## src/rtl/present_pkg.sv

```systemverilog
// Shared PRESENT-80 constants, FSM state type and pure round/key-schedule functions.
package present_pkg;

    localparam int unsigned KEY_W     = 80;
    localparam int unsigned BLK_W     = 64;
    localparam int unsigned NR_ROUNDS = 32;

    // Nibble i of each table holds the S-box output for input i.
    localparam logic [63:0] SBOX     = 64'h2174_8FE3_DA09_B65C;
    localparam logic [63:0] SBOX_INV = 64'hA970_364B_D21C_8FE5;

    typedef enum logic [1:0] {
        StIdle,
        StKeyExp,
        StDecrypt,
        StDone
    } state_e;

    function automatic logic [3:0] sbox4(input logic [3:0] x);
        return SBOX[{x, 2'b00} +: 4];
    endfunction

    function automatic logic [3:0] sbox4_inv(input logic [3:0] x);
        return SBOX_INV[{x, 2'b00} +: 4];
    endfunction

    function automatic logic [BLK_W-1:0] sbox_layer(input logic [BLK_W-1:0] w);
        logic [BLK_W-1:0] o;
        for (int n = 0; n < 16; n++) begin
            o[4*n +: 4] = sbox4(w[4*n +: 4]);
        end
        return o;
    endfunction

    function automatic logic [BLK_W-1:0] inv_sbox_layer(input logic [BLK_W-1:0] w);
        logic [BLK_W-1:0] o;
        for (int n = 0; n < 16; n++) begin
            o[4*n +: 4] = sbox4_inv(w[4*n +: 4]);
        end
        return o;
    endfunction

    function automatic logic [BLK_W-1:0] p_layer(input logic [BLK_W-1:0] w);
        logic [BLK_W-1:0] o;
        for (int j = 0; j < 64; j++) begin
            o[16*(j%4) + j/4] = w[j];
        end
        return o;
    endfunction

    function automatic logic [BLK_W-1:0] inv_p_layer(input logic [BLK_W-1:0] w);
        logic [BLK_W-1:0] o;
        for (int j = 0; j < 64; j++) begin
            o[j] = w[16*(j%4) + j/4];
        end
        return o;
    endfunction

    // Rotate left by 61, S-box the top nibble, fold the round counter into [19:15].
    function automatic logic [KEY_W-1:0] key_fwd(input logic [KEY_W-1:0] k,
                                                 input logic [4:0]       i);
        return {sbox4(k[18:15]), k[14:0], k[79:39], k[38:34] ^ i, k[33:19]};
    endfunction

    function automatic logic [KEY_W-1:0] key_inv(input logic [KEY_W-1:0] k,
                                                 input logic [4:0]       i);
        logic [KEY_W-1:0] r;
        r          = k;
        r[19:15]   = r[19:15] ^ i;
        r[79:76]   = sbox4_inv(r[79:76]);
        return {r[60:0], r[79:61]};
    endfunction

endpackage

```

## src/rtl/present_inv_round.sv

```systemverilog
// One PRESENT-80 inverse round: step the key back, then undo p-layer and S-box layer.
module present_inv_round
    import present_pkg::*;
(
    input  logic [63:0] word_i,
    input  logic [79:0] rk_i,
    input  logic [4:0]  round_i,
    output logic [63:0] word_o,
    output logic [79:0] rk_o
);

    logic [KEY_W-1:0] nk;

    always_comb begin
        nk     = key_inv(rk_i, round_i);
        rk_o   = nk;
        word_o = inv_sbox_layer(inv_p_layer(word_i)) ^ nk[79:16];
    end

endmodule

```

## src/rtl/present_decoder.sv

```systemverilog
// PRESENT-80 decryptor: expands and caches the final round key, then runs 31 inverse rounds.
module present_decoder #(
    parameter logic [79:0] INITIAL_KEY = 80'h0,
    parameter int unsigned NR_ROUNDS   = 32
) (
    input  logic        clk_i,
    input  logic        reset_i,
    input  logic [1:0]  pl_i,
    input  logic [79:0] in_text_i,
    output logic [63:0] plaintext_o,
    output logic        done_o
);

    import present_pkg::*;

    localparam logic [5:0] LastRound = 6'(NR_ROUNDS - 1);

    state_e      state_q, state_d;
    logic [79:0] mk_q, mk_d;
    logic [79:0] klast_q, klast_d;
    logic        key_valid_q, key_valid_d;
    logic [63:0] ct_q, ct_d;
    logic        pending_q, pending_d;
    logic [63:0] word_q, word_d;
    logic [79:0] rk_q, rk_d;
    logic [5:0]  cnt_q, cnt_d;

    logic [79:0] fwd_rk;
    logic [63:0] inv_word;
    logic [79:0] inv_rk;

    present_inv_round u_inv_round (
        .word_i  (word_q),
        .rk_i    (rk_q),
        .round_i (cnt_q[4:0]),
        .word_o  (inv_word),
        .rk_o    (inv_rk)
    );

    always_ff @(posedge clk_i) begin
        if (reset_i) begin
            state_q     <= StIdle;
            mk_q        <= INITIAL_KEY;
            klast_q     <= '0;
            key_valid_q <= 1'b0;
            ct_q        <= '0;
            pending_q   <= 1'b0;
            word_q      <= '0;
            rk_q        <= '0;
            cnt_q       <= '0;
        end else begin
            state_q     <= state_d;
            mk_q        <= mk_d;
            klast_q     <= klast_d;
            key_valid_q <= key_valid_d;
            ct_q        <= ct_d;
            pending_q   <= pending_d;
            word_q      <= word_d;
            rk_q        <= rk_d;
            cnt_q       <= cnt_d;
        end
    end

    always_comb begin
        state_d     = state_q;
        mk_d        = mk_q;
        klast_d     = klast_q;
        key_valid_d = key_valid_q;
        ct_d        = ct_q;
        pending_d   = pending_q;
        word_d      = word_q;
        rk_d        = rk_q;
        cnt_d       = cnt_q;
        fwd_rk      = key_fwd(rk_q, cnt_q[4:0]);

        unique case (state_q)
            StIdle, StDone: begin
                if (pl_i[1]) begin
                    mk_d        = in_text_i;
                    rk_d        = in_text_i;
                    key_valid_d = 1'b0;
                    cnt_d       = 6'd1;
                    state_d     = StKeyExp;
                    if (pl_i[0]) begin
                        ct_d      = in_text_i[63:0];
                        pending_d = 1'b1;
                    end
                end else if (pl_i[0]) begin
                    if (key_valid_q) begin
                        word_d  = in_text_i[63:0] ^ klast_q[79:16];
                        rk_d    = klast_q;
                        cnt_d   = LastRound;
                        state_d = StDecrypt;
                    end else begin
                        ct_d      = in_text_i[63:0];
                        pending_d = 1'b1;
                        rk_d      = mk_q;
                        cnt_d     = 6'd1;
                        state_d   = StKeyExp;
                    end
                end
            end
            StKeyExp: begin
                rk_d  = fwd_rk;
                cnt_d = cnt_q + 6'd1;
                if (cnt_q == LastRound) begin
                    klast_d     = fwd_rk;
                    key_valid_d = 1'b1;
                    if (pending_q) begin
                        word_d    = ct_q ^ fwd_rk[79:16];
                        cnt_d     = LastRound;
                        pending_d = 1'b0;
                        state_d   = StDecrypt;
                    end else begin
                        state_d = StIdle;
                    end
                end
            end
            StDecrypt: begin
                word_d = inv_word;
                rk_d   = inv_rk;
                cnt_d  = cnt_q - 6'd1;
                if (cnt_q == 6'd1) begin
                    state_d = StDone;
                end
            end
        endcase
    end

    always_comb begin
        done_o      = (state_q == StDone);
        plaintext_o = done_o ? word_q : 64'h0;
    end

endmodule

```

## config.mk

```make
export PLATFORM = sky130hd
export DESIGN_NAME = present_decoder
export DESIGN_NICKNAME = d
export VERILOG_FILES = /design/src/rtl/present_pkg.sv /design/src/rtl/present_inv_round.sv /design/src/rtl/present_decoder.sv
export SDC_FILE = /design/constraint.sdc
export NUM_CORES = 1
export LEC_CHECK = 0
export CELL_PAD_IN_SITES_DETAIL_PLACEMENT = 1
export CELL_PAD_IN_SITES_GLOBAL_PLACEMENT = 2
export CORE_MARGIN = 8
export CORE_UTILIZATION = 33
export DETAILED_ROUTE_END_ITERATION = 6
export GPL_TIMING_DRIVEN = 0
export PLACE_DENSITY = 0.74
export SLEW_MARGIN = 10
export SYNTH_ARGS = -nofsm -noshare
export SYNTH_HDL_FRONTEND = slang
export SYNTH_SLANG_ARGS = --single-unit
```

## constraint.sdc

```tcl
create_clock -name clk_i -period 2 [get_ports clk_i]
set_input_delay 0.4 -clock clk_i [delete_from_list [all_inputs] [get_ports clk_i]]
set_output_delay 0.4 -clock clk_i [all_outputs]
set_load 0.01 [all_outputs]
```

**After elaboration in Yosys (flattened, before gate mapping)**

Index checks and enable logic that the tools add are counted.

- Register bits: 378
- Output and inout bits: 65
- Word-level logic and storage cells: 96

- Shifts and indexed selects: 18
- Multiplexer cells: 37
- Bitwise logic cells: 5
- $add $sub $neg: 2
- Reductions and logical operators: 10
- Equality and inequality tests: 15

Operator list:

| kind | count |
|---|---|
| indexed part select 64 x 7 -> 4 bit, first input constant | 18 |
| 2-to-1 mux 64 bit | 10 |
| 2-to-1 mux 80 bit | 3 |
| one-hot mux 80 bit (3 select lines) | 1 |
| one-hot mux 64 bit (3 select lines) | 1 |
| XOR 64 bit | 3 |
| 2-to-1 mux 6 bit | 4 |
| one-hot mux 6 bit (3 select lines) | 1 |
| inequality test 2 bit, second input constant | 8 |
| 2-to-1 mux 2 bit | 6 |
| XOR 5 bit | 2 |
| AND reduction 3 bit | 3 |
| 2-to-1 mux 1 bit | 7 |
| adder 6 x 1 -> 6 bit, second input constant | 1 |
| equality test 6 x 1 -> 1 bit, second input constant | 1 |
| equality test 6 x 5 -> 1 bit, second input constant | 1 |
| inequality test 3 bit, second input constant | 2 |
| one-hot mux 2 bit (3 select lines) | 1 |
| subtractor 6 x 1 -> 6 bit, second input constant | 1 |
| 2-to-1 mux 5 bit | 1 |
| AND reduction 5 bit | 1 |
| equality test 2 bit, second input constant | 2 |
| one-hot mux 1 bit (2 select lines) | 2 |
| AND reduction 2 bit | 2 |
| 5 further kinds | 5 |

**Logic depth before layout (Yosys ltp)**

Gate-level depths: netlist of run 1.

- Word-level depth: 5
- Mapped depth: 9
- Depth with buffers taken out: 7

**Cells and area by module**

A second synthesis of run 1 with hierarchy kept.

- Cell total of the unflattened synthesis: 2749
- Area total of the unflattened synthesis: 22865.7 sq um

By module, submodules not included:

| module | cells an instance | times used | area each (sq um) | seq. area each (sq um) |
|---|---|---|---|---|
| present_decoder | 2181 | 1 | 18252.5 | 7567.3 |
| present_inv_round | 568 | 1 | 4613.2 | 0.0 |

**Worst setup path before layout of run 1**

OpenSTA, ideal clock, no wires.

- Path kind: flip-flop to flip-flop
- Start: reg word_q[2]
- End: reg word_q[11]
- Path slack: -0.138 ns
- Arrival: 2.021 ns
- Data required time: 1.883 ns
- Buffers on the path: 0
- Cell stages (with the launch flop): 7
- Cells stage by stage: dfxtp_1 > inv_1 > ha_1 > mux4_2 > xnor2_1 > a221o_1 > a32o_1

- Word-level cells in the longest chain between the ends: 3

RTL lines:

| item | RTL line | text |
|---|---|---|
| from (decl) | present_decoder.sv:24 | `logic [63:0] word_q, word_d;` |
| from (signal assigned) | present_decoder.sv:58 | `word_q <= word_d;` |
| indexed part select 64 x 7 -> 4 bit | present_pkg.sv:24 | `return SBOX_INV[{x, 2'b00} +: 4];` |
| XOR 64 bit | present_inv_round.sv:17 | `word_o = inv_sbox_layer(inv_p_layer(word_i)) ^ nk[79:16];` |
| one-hot mux 64 bit (3 select lines) | present_decoder.sv:76 | `unique case (state_q)` |

No other way between the ends.
A chain may end at the register's enable or synchronous reset.

**Final worst setup path of run 1**

- Start: reg state_q[0]
- End: out plaintext_o[57]

- Word-level cells in the longest chain between the ends: 2

RTL lines:

| item | RTL line | text |
|---|---|---|
| from (decl) | present_decoder.sv:18 | `state_e state_q, state_d;` |
| from (signal assigned) | present_decoder.sv:42 | `state_q <= StIdle;` |
| from (signal assigned) | present_decoder.sv:52 | `state_q <= state_d;` |
| equality test 2 bit | present_decoder.sv:131 | `done_o = (state_q == StDone);` |
| 2-to-1 mux 64 bit | present_decoder.sv:132 | `plaintext_o = done_o ? word_q : 64'h0;` |
| to (decl) | present_decoder.sv:10 | `output logic [63:0] plaintext_o,` |

No other way between the ends.

==> run metrics, run 1 <==
core footprint=0.0682 mm^2; clock slew at the register clock pins of the worst setup and hold paths=0.07 ns; areal power density over the cells=1990 mW/mm^2; total area of multi-input combinational cells=0.0147 mm^2; endpoints failing setup=229; wire per inst=36.1 um; share of the cycle needed by the critical path after routing=113%; floorplan die width=278 um; Setup WS pre-CTS=-1.53 ns; violated checks=setup timing; final count of hold timing violations=0; Post-route DRC=0; average cell area after synthesis=8.23 um^2; max-slew violation count=0; Syn. warnings=0; run status=complete, but fails checks; Data required, critical path=1.60 ns; Layout area overhead=33.9%; Overall Global Routing Usage=34.9%; number of synthesized register bits=378; via count of the first global-routing pass=23500; drt initial violations=2810; leftover overflow at the end of global routing=0; final HPWL from detailed placement=107 mm; wire length of the first global-routing pass=192 mm; detailed-routing iteration count for the pre-antenna-repair pass=5; Async S/R FF share, synth=0%; area of the die=0.0771 mm^2; pin count of the biggest net entering global routing=15; normalized max-slew margin=17.1%; most frequent standard cell in the layout excluding fill and tap cells=sky130_fd_sc_hd__nand2_1; upper clock frequency limit=444 MHz; number of distinct library cell variants in the gate-level netlist after synthesis=69; Final ANT Viol Nets=0; Worst Setup End Kind=output pin; number of H-tree branching levels=2; placement row count=96; maximum fanout encountered on the critical timing path=5; number of nets in the final layout=3240; Max IR drop VDD=0.727 mV; number of top-level pins=149; sequential share of the synthesized area=33.5%; vias per cell=6.13; post-layout worst setup margin=-0.251 ns; Inst Count DP=3775; most used cells in the layout excluding fill and tap cells=531 x sky130_fd_sc_hd__nand2_1, 334 x sky130_fd_sc_hd__dfxtp_1, 268 x sky130_fd_sc_hd__a21oi_1, 134 x sky130_fd_sc_hd__xnor2_1, 115 x sky130_fd_sc_hd__buf_4; instance count of the mapped netlist=2746; combined flip-flop and latch cell area=0.00771 mm^2; Post-Route Skew=0.0171 ns; non-filler instance count after layout=3965; buffer depth of the longest clock path=3; share of cells above drive strength 1=28.1%; Vert. Die Dim=278 um; source of the critical timing path=state_q[0]; number of buffers added by the clock tree synthesis step=45; Critical R2R Launch=state_q[1]; count of flip-flops with a built-in enable after synthesis=0; routability-driven placement congestion ratio=1.02; Crit Path Class=reg2out; number of max-capacitance violations reported=0; worst min-delay path category=in2reg; reported leakage power=11.6 nW; CTS Sinks=378; Startpoint Class=flip-flop; post-route core utilization=44.4%; Root Buffer=sky130_fd_sc_hd__clkbuf_16; TritonCTS clock tree=built; worst slew pin tran=1.24 ns; signal arrival time at the worst endpoint=1.85 ns; post-route minimum period=2.25 ns; worst skew pair latency=0.59 ns; nets in the synthesized netlist=2941; drt total wl=143 mm; DR vias=24300; launch instance of the worst min-delay path=in_text_i[74]; Port Buffers=146; most frequently used flop master after synthesis=sky130_fd_sc_hd__dfxtp_1; Initial Util=33.1%; initial antenna violation count=9; Synth Cell Area=0.0226 mm^2; number of filler instances in the final layout=7848; RSZ-0062 raised after global routing=true
## what timing repair did
| item | 4_1_cts | 5_1_grt |
|---|---|---|
| hold buffers | 0 | 0 |
| cloned | 2 | 18 |
| buffers inserted | 58 | 37 |
| gates resized for setup | 772 | 290 |
| setup endpoints to repair | 443 | 439 |
| pin swaps | 79 | 76 |
## area by class of cell
class	count	share of cell area, %
multi-input cells	1992	48.7
flip-flops and latches	378	25.5
diodes	1	0.00827
clock inverters	14	0.509
inverters	103	1.58
plain buffers	263	6.88
repair buffers	262	8.59
well taps	882	3.65
clock buffers	70	4.63
## cell usage after synthesis, types with 4 or more instances
library cell                instances  area [um^2]
sky130_fd_sc_hd__a221o_1           13          130
sky130_fd_sc_hd__buf_2             61          305
sky130_fd_sc_hd__mux2i_1            7         70.1
sky130_fd_sc_hd__a211oi_1          16          120
sky130_fd_sc_hd__o21bai_1          14          105
sky130_fd_sc_hd__o21ai_0           43          215
sky130_fd_sc_hd__mux2_2            82          923
sky130_fd_sc_hd__nor3_1            41          205
sky130_fd_sc_hd__a21oi_1          285         1430
sky130_fd_sc_hd__buf_1             15         56.3
sky130_fd_sc_hd__nand3_1            7         35.0
sky130_fd_sc_hd__inv_1             99          372
sky130_fd_sc_hd__clkbuf_1         168          631
sky130_fd_sc_hd__nand3b_1           5         37.5
sky130_fd_sc_hd__a221oi_1          65          569
sky130_fd_sc_hd__buf_4             26          195
sky130_fd_sc_hd__o211a_1           10          100
sky130_fd_sc_hd__ha_1             111         1390
sky130_fd_sc_hd__or3_1              7         43.8
sky130_fd_sc_hd__o31ai_1           14          105
sky130_fd_sc_hd__and2_1            79          494
sky130_fd_sc_hd__a32oi_1           12          105
sky130_fd_sc_hd__o311ai_0           9         78.8
sky130_fd_sc_hd__dfxtp_1          378         7570
sky130_fd_sc_hd__o221ai_1          23          201
sky130_fd_sc_hd__nand4b_1           4         35.0
sky130_fd_sc_hd__o211ai_1          25          188
sky130_fd_sc_hd__a32o_1            46          460
sky130_fd_sc_hd__a2111oi_0         63          552
sky130_fd_sc_hd__and3_1             5         31.3
sky130_fd_sc_hd__nand2_1          550         2060
sky130_fd_sc_hd__xnor2_1          155         1360
sky130_fd_sc_hd__mux4_2            35          788
sky130_fd_sc_hd__nand2b_1           9         56.3
sky130_fd_sc_hd__xor2_1            38          333
sky130_fd_sc_hd__o22ai_1           80          500
sky130_fd_sc_hd__nor2_1           102          383
## per-stage QoR
stage	hold WS (ns)	total power, W	cell area, um^2	setup TNS (ns)
6_report	0.404	0.0603	30300	-24.12
3_5_place_dp	0.447	0.0416	25300	-421.23
4_1_cts	0.378	0.0552	28700	-27.15
3_3_place_gp	0.440	0.0409	25200	-439.46
2_1_floorplan	0.433	0.0280	22700	-0.0688
5_1_grt	0.413	0.0615	30300	-28.94
## sequential cells by signal (all words and copies together) (netlist names)
signal       flops
klast_q         80
mk_q            80
rk_q            80
ct_q            64
word_q          64
cnt_q            6
state_q          2
key_valid_q      1
pending_q        1
## power breakdown
part           total (W)  switching, W  internal, W
logic             0.0372        0.0227       0.0145
registers         0.0142       0.00426      0.00992
clock network    0.00892       0.00371      0.00521
total             0.0603        0.0307       0.0296
## routing by layer
metal	track usage, %	wire length, um	up-vias
met5	0	16	-
met4	18.4	8990	2
met3	6.76	13100	337
met2	53.2	62300	1372
met1	46.4	58700	12300
li1	-	-	10300
## cell families after synthesis
| logic type | after synthesis | share of synthesized area, % |
|---|---|---|
| DFF | 378 | 33.5 |
| muxes | 124 | 7.88 |
| xor gates and xnor gates | 193 | 7.48 |
| AOI/OAI and AO/OA | 746 | 22.6 |
| adders and majority gates | 111 | 6.14 |
| and+or+nand+nor | 818 | 15.3 |
| buffers and inverters | 376 | 7.10 |
## critical path, cell delays in order (launching register included)
cell and delay (ns):
sky130_fd_sc_hd__dfxtp_4 0.38, sky130_fd_sc_hd__ha_4 0.26, sky130_fd_sc_hd__clkbuf_16 0.21, sky130_fd_sc_hd__clkbuf_16 0.16
sky130_fd_sc_hd__and2_4 0.14, sky130_fd_sc_hd__buf_6 0.10
## path summary, 6_finish.rpt
kind	end	slack (ns)	cells past startpoint
hold / removal	mk_q[74]	0.40	3
setup reg to reg	rk_q[8]	-0.18	6
setup / recovery	plaintext_o[57]	-0.25	5
hold reg to reg	klast_q[13]	0.45	2
Power figures use the tool's default switching activity.
==> inputs of run 2 (changes only) <==
--- a/config.mk
+++ b/config.mk
@@ -12,7 +12,7 @@
 export DETAILED_ROUTE_END_ITERATION = 6
 export GPL_TIMING_DRIVEN = 0
 export PLACE_DENSITY = 0.74
-export SLEW_MARGIN = 10
+export SLEW_MARGIN = 20
 export SYNTH_ARGS = -nofsm -noshare
 export SYNTH_HDL_FRONTEND = slang
 export SYNTH_SLANG_ARGS = --single-unit
==> run metrics, run 2 (synthesis gave the netlist of run 1 again) <==
run status=complete, but fails checks; violated checks=setup timing; Setup WS pre-CTS=-1.55 ns (-0.0122 ns); number of top-level pins=149 (unchanged); share of cells above drive strength 1=26.7% (-1.3 points); Reg power frac=24.1% (+0.6 points); Final ANT Viol Nets=0 (unchanged); detailed-routing iteration count for the pre-antenna-repair pass=5 (unchanged); core footprint=0.0682 mm^2 (unchanged); total non-filler cell area in the finished layout=0.0297 mm^2 (-1.7%); number of buffers added by the clock tree synthesis step=46 (+2.2%); Placed Instance Area=0.0253 mm^2 (about the same); buffer depth of the longest clock path=3 (unchanged); Root Buffer=sky130_fd_sc_hd__clkbuf_16; initial antenna violation count=4 (-5); most used cells in the layout excluding fill and tap cells=531 x sky130_fd_sc_hd__nand2_1, 336 x sky130_fd_sc_hd__dfxtp_1, 271 x sky130_fd_sc_hd__a21oi_1, 142 x sky130_fd_sc_hd__xnor2_1, 106 x sky130_fd_sc_hd__buf_4; maximum fanout encountered on the critical timing path=10 (+5); switching share of power=51.4% (+0.53 points); Max IR drop VDD=0.731 mV (+0.59%); placement row count=96 (unchanged); areal power density over the cells=1960 mW/mm^2 (-1.7%); clock power share=15.0% (+0.2 points); reported leakage power=11.4 nW (-2.2%); worst slew pin tran=1.27 ns (+0.0296 ns); upper clock frequency limit=451 MHz (+1.4%); Layout area overhead=31.6%; portion of total power attributed to combinational logic=60.9% (-0.8 points); Worst Setup End Kind=output pin; wire per inst=35.7 um (-1.2%); drt total wl=141 mm (-1.7%); area of the die=0.0771 mm^2 (unchanged); vias per cell=6.07 (-1.0%); signal arrival time at the worst endpoint=1.82 ns (-0.03 ns); clock slew at the register clock pins of the worst setup and hold paths=0.07 ns (about the same); Post-Route Skew=0.0407 ns (+0.0236 ns); design internal power=0.0283 W (-4.4%); Startpoint Class=flip-flop; pin count of the biggest net entering global routing=20 (+5); drt initial violations=2659 (-5.4%); Initial Util=33.1% (unchanged); Data required, critical path=1.60 ns (about the same); number of H-tree branching levels=2 (unchanged); worst min-delay path category=in2reg; via count of the first global-routing pass=23400 (-0.25%); share of the cycle needed by the critical path after routing=111% (-1.6 points); wire length of the first global-routing pass=190 mm (-0.58%); final count of hold timing violations=0 (unchanged); count of hold-fix buffers inserted at cts=0 (unchanged); post-route minimum period=2.22 ns (-0.0317 ns); CTS Sinks=378 (unchanged); number of nets in the final layout=3222 (-0.56%); Crit Path Class=reg2out; RSZ-0062 raised after global routing=true; Overall Global Routing Usage=34.7% (-0.19 points); Largest regs=klast_q: 80 flops, mk_q: 80 flops, rk_q: 80 flops; number of max-capacitance violations reported=0 (unchanged); final total power=0.0582 W (-3.4%); floorplan die width=278 um (unchanged); leftover overflow at the end of global routing=0 (unchanged); sum of negative setup slack=-19.47 ns (+4.65 ns); post-layout worst setup margin=-0.220 ns (+0.0317 ns); Vert. Die Dim=278 um (unchanged); endpoints failing setup=158 (-31%); TritonCTS clock tree=built; net switching component of the power=0.0299 W (-2.4%); Post-route DRC=0 (unchanged); routability-driven placement congestion ratio=1.02 (unchanged); DR vias=23900 (-1.5%); max-slew violation count=0 (unchanged); post-route core utilization=43.6% (-0.77 points); worst skew pair latency=0.62 ns (+0.03 ns); Port Buffers=146 (unchanged); normalized max-slew margin=15.1% (-2.0 points); most frequent standard cell in the layout excluding fill and tap cells=sky130_fd_sc_hd__nand2_1; final HPWL from detailed placement=107 mm (about the same)
run 2: cell types whose count changed in the layout (fill, tap and decap cells not counted), sizes merged:
| cell | before | now |
|---|---|---|
| clkinv | 9 | 10 |
| clkbuf | 226 | 212 |
| inv | 101 | 99 |
| clkdlybuf4s15 | 0 | 2 |
| clkdlybuf4s18 | 1 | 0 |
| buf | 286 | 283 |
| bufinv | 3 | 1 |
| clkinvlp | 4 | 2 |
run 2: worst paths after layout:
path                 startpoint              end  slack [ns]  depth (start not counted)
setup / recovery     state_q[0]  plaintext_o[34]       -0.22                          5
hold / removal    in_text_i[74]         mk_q[74]        0.39                          3
setup reg to reg     state_q[0]       word_q[48]       -0.20                          6
hold reg to reg      klast_q[4]       klast_q[4]        0.45                          2
run 2: per-layer routing:
layer	global-route usage [%]	vias to the layer above	routed length, um
li1	-	10300	-
met1	46.2	12100	58200
met2	52.3	1254	59900
met3	7.22	324	13300
met4	18.6	2	9170
met5	0	-	14
run 2: cell type report:
cell class	instances	area, um^2
sequential	378	7700
timing repair buffer	239	2210
buffer	267	2060
clock buffer	73	1440
multi-input combinational	1992	14700
antenna	1	2.50
tap	882	1100
fill	7901	38500
inverter	103	472
clock inverter	9	92.6
run 2: power groups by stage:
stage | clock, W | sequential, W | combinational, W
after global placement | 0 | 0.0136 | 0.0273
after floorplan | 0 | 0.0112 | 0.0168
after global routing | 0.00908 | 0.0139 | 0.0366
final | 0.00873 | 0.0141 | 0.0355
after detailed placement | 0 | 0.0137 | 0.0280
after CTS | 0.00877 | 0.0136 | 0.0326
run 2: worst max-delay path, stage by stage, from the launching register on:
cell                        delay (ns)
sky130_fd_sc_hd__dfxtp_4          0.36
sky130_fd_sc_hd__ha_4             0.21
sky130_fd_sc_hd__clkbuf_16        0.18
sky130_fd_sc_hd__clkbuf_16        0.17
sky130_fd_sc_hd__and2_1           0.15
sky130_fd_sc_hd__buf_2            0.14
run 2: metrics by stage:
stage,instances,hold slack (ns)
final,3944,0.391
after global routing,3943,0.397
after CTS,3922,0.372
after detailed placement,3776,0.447
after global placement,3774,0.440
after floorplan,2746,0.433
run 2: what timing repair did:
action                                  CTS  global route
hold endpoints to repair                  0             0
setup buffers                            67            19
endpoints found under the setup margin  443           425
pin swaps                                82            53
resized for setup                       763           266
cloned                                    2             3
